--- src/rtl/pc_seq_pkg.sv ---
// Shared definitions for the 3BC program-counter sequencer:
// FSM state encoding and the default widths and start address.
package pc_seq_pkg;

    localparam int PC_W_DEF     = 10;
    localparam int IDX_W_DEF    = 4;
    localparam int START_PC_DEF = 0;

    // Width of the optional run-length counter (PC_SEQ_CYCLE_CNT_EN builds).
    localparam int CNT_W = 16;

    typedef enum logic [1:0] {
        ST_IDLE = 2'd0,
        ST_RUN  = 2'd1,
        ST_DONE = 2'd2
    } state_e;

endpackage

--- src/rtl/branch_target_calc.sv ---
// Branch target calculator: turns the LUT value into either an absolute
// target or a signed PC-relative target, and flags relative results that
// fall outside the PC address space. Purely combinational.
module branch_target_calc
    import pc_seq_pkg::*;
#(
    parameter int PC_W = PC_W_DEF
) (
    input  logic [PC_W-1:0] PC,
    input  logic [PC_W-1:0] LutOut,
    input  logic            BranchAbs,
    output logic [PC_W-1:0] Target,
    output logic            OutOfRange
);

    logic [PC_W:0] rel_sum;

    // Relative sum in PC_W+1 bits: the true result lies in
    // -2^(PC_W-1) .. 2^PC_W + 2^(PC_W-1) - 2, so after wrapping, the top bit
    // is set exactly when the result is negative or beyond the last address.
    always_comb begin
        rel_sum    = {LutOut[PC_W-1], LutOut} + {1'b0, PC};
        Target     = BranchAbs ? LutOut : rel_sum[PC_W-1:0];
        OutOfRange = !BranchAbs && rel_sum[PC_W];
    end

endmodule

--- src/rtl/pc_sequencer.sv ---
// Program-counter sequencer for the 3BC processor. Owns the PC register,
// the Start/Ack run handshake and the Fault flag, and drives the branch
// target LUT with the decoder's index field.
// Optional feature: define PC_SEQ_CYCLE_CNT_EN to add the 16-bit CycleCnt
// output (saturating count of RUN cycles, stalls included).
module pc_sequencer
    import pc_seq_pkg::*;
#(
    parameter int PC_W     = PC_W_DEF,
    parameter int IDX_W    = IDX_W_DEF,
    parameter int START_PC = START_PC_DEF
) (
    input  logic             Clk,
    input  logic             Reset,
    input  logic             Start,
    input  logic             Halt,
    input  logic             BranchEn,
    input  logic             BranchAbs,
    input  logic [IDX_W-1:0] BranchIdx,
    input  logic             MemWait,
    output logic [IDX_W-1:0] LutIndex,
    input  logic [PC_W-1:0]  LutOut,
    output logic [PC_W-1:0]  PC,
    output logic             Running,
    output logic             Ack,
    output logic             Fault
`ifdef PC_SEQ_CYCLE_CNT_EN
    ,
    output logic [CNT_W-1:0] CycleCnt
`endif
);

    localparam logic [PC_W-1:0] START_PC_V = PC_W'(START_PC);

    state_e          state_q, state_d;
    logic [PC_W-1:0] pc_q, pc_d;
    logic            fault_q, fault_d;

    logic [PC_W-1:0] br_target;
    logic            br_out_of_range;

    // The LUT lookup is a same-cycle combinational path.
    assign LutIndex = BranchIdx;

    branch_target_calc #(
        .PC_W (PC_W)
    ) u_branch_target_calc (
        .PC         (pc_q),
        .LutOut     (LutOut),
        .BranchAbs  (BranchAbs),
        .Target     (br_target),
        .OutOfRange (br_out_of_range)
    );

    // Next-state, next-PC and fault logic.
    always_comb begin
        // NOTE: every output of this block gets a default first, so no path
        // leaves a variable unassigned and no latch is inferred.
        state_d = state_q;
        pc_d    = pc_q;
        fault_d = fault_q;

        unique case (state_q)
            ST_IDLE, ST_DONE: begin
                if (Start) begin
                    state_d = ST_RUN;
                    pc_d    = START_PC_V;
                    fault_d = 1'b0;
                end
            end

            ST_RUN: begin
                if (MemWait) begin
                    // Data memory busy: freeze everything this cycle.
                end else if (Halt) begin
                    state_d = ST_DONE;
                end else if (BranchEn) begin
                    if (br_out_of_range) begin
                        fault_d = 1'b1;
                        state_d = ST_DONE;
                    end else begin
                        pc_d = br_target;
                    end
                end else begin
                    pc_d = pc_q + PC_W'(1);
                end
            end

            default: begin
                state_d = ST_IDLE;
                pc_d    = START_PC_V;
                fault_d = 1'b0;
            end
        endcase
    end

    // State, PC and fault registers with synchronous reset.
    always_ff @(posedge Clk) begin
        // NOTE: sequential state uses non-blocking assignments so every
        // register samples the pre-edge value of every other register.
        if (Reset) begin
            state_q <= ST_IDLE;
            pc_q    <= START_PC_V;
            fault_q <= 1'b0;
        end else begin
            state_q <= state_d;
            pc_q    <= pc_d;
            fault_q <= fault_d;
        end
    end

    assign PC      = pc_q;
    assign Running = (state_q == ST_RUN);
    assign Ack     = (state_q == ST_DONE);
    assign Fault   = fault_q;

`ifdef PC_SEQ_CYCLE_CNT_EN
    localparam logic [CNT_W-1:0] CNT_MAX = {CNT_W{1'b1}};

    logic [CNT_W-1:0] cnt_q, cnt_d;

    // Run-length counter: cleared when a run is accepted, counts every RUN
    // cycle (stalls too), saturates, and holds once the run ends.
    always_comb begin
        cnt_d = cnt_q;
        if (state_q != ST_RUN) begin
            if (Start) begin
                cnt_d = '0;
            end
        end else if (cnt_q != CNT_MAX) begin
            cnt_d = cnt_q + CNT_W'(1);
        end
    end

    // Counter register.
    always_ff @(posedge Clk) begin
        if (Reset) begin
            cnt_q <= '0;
        end else begin
            cnt_q <= cnt_d;
        end
    end

    assign CycleCnt = cnt_q;
`endif

endmodule

--- config.mk ---
export PLATFORM = sky130hd
export DESIGN_NAME = pc_sequencer
export DESIGN_NICKNAME = d
export VERILOG_FILES = /design/src/rtl/pc_seq_pkg.sv /design/src/rtl/branch_target_calc.sv /design/src/rtl/pc_sequencer.sv
export SDC_FILE = /design/constraint.sdc
export NUM_CORES = 1
export LEC_CHECK = 0
export CORE_AREA = 2 2 87 47
export CTS_CLUSTER_SIZE = 12
export DETAILED_ROUTE_END_ITERATION = 7
export DIE_AREA = 0 0 89 49
export GPL_TIMING_DRIVEN = 1
export PLACE_DENSITY = 0.87
export RECOVER_POWER = 25
export SYNTH_ARGS = -nofsm -noshare
export SYNTH_HDL_FRONTEND = slang
export SYNTH_SLANG_ARGS = --single-unit
export TNS_END_PERCENT = 30
--- constraint.sdc ---
create_clock -name Clk -period 2.45 [get_ports Clk]
set_input_delay 0.3675 -clock Clk [delete_from_list [all_inputs] [get_ports Clk]]
set_output_delay 0.3675 -clock Clk [all_outputs]
set_load 0.02 [all_outputs]
==> summary.md <==
| Metric | Value |
|---|---|
| WL/cell | ~17 µm |
| Initial drt markers | 177 |
| Clk slew on worst S/H paths | 70 ps |
| Min Tclk post-route | 2400 ps |
| Hold Vio Cnt, Final | 0 |
| Lkg Pwr | 0.964 nW |
| Data required, critical path | 2620 ps |
| Power Density | 302 nW/µm² |
| Placer Congestion | slightly below 1 |
| Max stage delay cell, worst path | clkdlybuf4s50_1 |
| FMAX | 416 MHz |
| Top-count cell post-synth | nand2_1 |
| CP startpoint kind | input port |
| Count of cell types in the netlist | 55 |
| Area grow syn2layout | 50.8% |
| Final core utilization | roughly 64% |
| Worst path cell trace | clkdlybuf4s50_1 > ha_4 > o21a_1 > o31a_1 > o21a_2 > mux2_4 > or3_4 > o32ai_2 |
| Setup Crit Path Kind | in -> reg |
| Area leader, netlist | dfxtp_1 |
| Clock root cell | clkbuf_8 |
| Core Rows | 16 |
| IO Port Bufs | 29 |
| Yosys reg bits | 13 |
| Gr usage total | 26.4% |
| VDD IR max | between 0.2 and 0.25 mV |
| Crit Path Max Fanout | 6 |
| Number of synthesized flops with an enable pin | 0 |
| Cells after Synth | 214 |
| Ys Warns | 0 |
| Final critical-path share of the clock period | 98.0% |
| Overall die width | 89 µm |
| Asr flop ratio synth | 0% |
| Vias per inst | roughly 6 |
| Worst EP arrival | 2570 ps |
| Die height | around 49 µm |
| Cell Area, Synth | 1560 µm² |
| Post-synth top cells | nand2_1, o21ai_0, nor2_1 |
| Diodes inserted | 0 |
| Die area | 4360 µm² |
| Core Region | 3680 µm² |
| HPWL Detailed | 4.28 mm |
| Top cell type's share of synthesized area | about 17% |
| Drt pass-1 iters | 6 |
| Min-Delay Startpoint | Fault |
| Crit end category | flop |
| Ports | 38 |
| Vias in the first global route | 1866 |
| Worst path max stage delay | 540 ps |
| Clk buf depth | 2 |
| Ys flop type | dfxtp_1 |
| Num CTS Buffers | 3 |
| Hold_ws | 479 ps |
| Clock Skew | 10.1 ps |
| Starting Density | between 40% and 50% |
| Hold Path Class | reg -> reg |
| DR vias | 1958 |
| Critical R2R Launch | PC[0] |
| CTS Sinks | 13 |
| Final Max Slew Viols | 0 |
| Unrepaired setup endpoints after global routing | true |
| H-tree Lvls | 1 |
| Max-slew headroom | 69.7% |
| Final setup fails | 0 |
| First-pass GRT wire length | roughly 8.8 mm |
| DRC viols | 0 |
| Post-route ant nets | 0 |
| CTS tree | built |
| Share of cells above drive strength 1 | 27.7% |
| Grt total ovfl | 0 |
| Status | finished, final reports clean |
| Clk_lat worst skew | 260 ps |
| Syn Nets | between 200 and 250 |
| Total power | a little over 0.7 mW |
| Detailed Route WL | 5.60 mm |
| Pin count of the biggest net entering global routing | 14 |
| Sequential area share after synthesis | between 10% and 20% |
| Crit path launch | LutOut[3] |
| Avg Inst Size Synth | ~7.3 µm² |
| NumNets Final | 316 |
| Antenna violations before repair | 0 |
| Pin slew with the least headroom to its limit | ~450 ps |
| Max Cap Viol | 0 |
| Synth top area cells | dfxtp_1, ha_1, o21ai_0 |
## cells by family (layout without fill, tap and decap cells)
logic type               count (synthesis)  after routing  synth area share, %
AND/OR/NAND/NOR                         85             85                 27.9
AO/OA/AOI/OAI                           66             66                 28.7
buffers and inverters                   21             89                 6.10
flip-flops                              13             13                 16.7
adder cells (fa/ha/maj)                 12             12                 10.1
XOR/XNOR                                11             11                 6.18
multiplexers                             6              6                 4.33
## cell usage in the layout, fill, tap and decap left out, types with 2 or more instances in the layout
cell type,count
ha_1,7
nand2b_1,6
a21oi_1,9
mux2i_1,3
nand2_1,25
mux2_2,2
o21ai_0,21
o211ai_1,5
dfxtp_1,10
xor2_1,5
nor2b_1,4
o311ai_1,2
ha_4,3
nand4_1,7
nand3_1,9
nor2_1,17
buf_4,48
xnor2_1,6
inv_1,5
dlygate4sd3_1,2
o21a_1,2
a221oi_1,2
clkbuf_8,3
a31oi_1,4
nor4_1,2
dfxtp_2,2
a21o_1,2
dlygate4sd2_1,3
nor3_1,4
clkdlybuf4s50_1,24
## stage by stage
step | setup WS [ps] | cell area, µm² | setup TNS [ps] | cells
final | 48.7 | 2350 | 0 | 336
after global routing | -5.77 | 2350 | -5.77 | 336
after CTS | 16.8 | 2270 | 0 | 334
after detailed placement | -492 | 2200 | -5020 | 329
after global placement | -428 | 2200 | -4180 | 329
after floorplan | 13.3 | 1570 | 0 | 214
## layer usage
metal,part of all wire [%],GRT usage [%],up-vias
li1,-,-,929
met5,0,0,-
met4,0.95,4.98,0
met1,45,36.9,918
met3,12,11.3,7
met2,42,38.1,104
## report_power, final
part	total [mW]	internal (mW)	leakage (nW)	switching [mW]
clock	0.206	0.115	0.0228	0.0909
sequential	0.224	0.217	0.107	0.00649
combinational	0.280	0.136	0.834	0.145
## what timing repair did
action / CTS / global route
gates resized for setup: 7 / 14
setup buffers: 1 / 2
pin swaps: 6 / 6
endpoints found under the setup margin: 13 / 12
hold buffers: 0 / 0
## state kept, by name (all words and copies together) (netlist names)
signal and cells:
Fault 1, PC 10, state_q 2
## worst max-delay path, delay by kind of cell
| family | cells | cell delay [ps] |
|---|---|---|
| simple gates | 1 | 380 |
| mux | 1 | 300 |
| compound gates | 4 | 740 |
| buf+inv | 1 | 540 |
| fa+ha+maj | 1 | 240 |
## final timing paths
kind,to,slack [ps],cells past startpoint
max,PC[9],50,8
min,Fault,480,2
max reg2reg,PC[9],90,9
min reg2reg,Fault,480,2
## layout make-up
| class | instances | area [µm²] |
|---|---|---|
| Fill cell | 353 | 1330 |
| Clock buffer | 4 | 45.0 |
| Tap cell | 54 | 67.6 |
| Inverter | 7 | 26.3 |
| Sequential cell | 13 | 267 |
| Timing Repair Buffer | 78 | 658 |
| Multi-Input combinational cell | 180 | 1290 |
(Power assumes the default switching activity.)
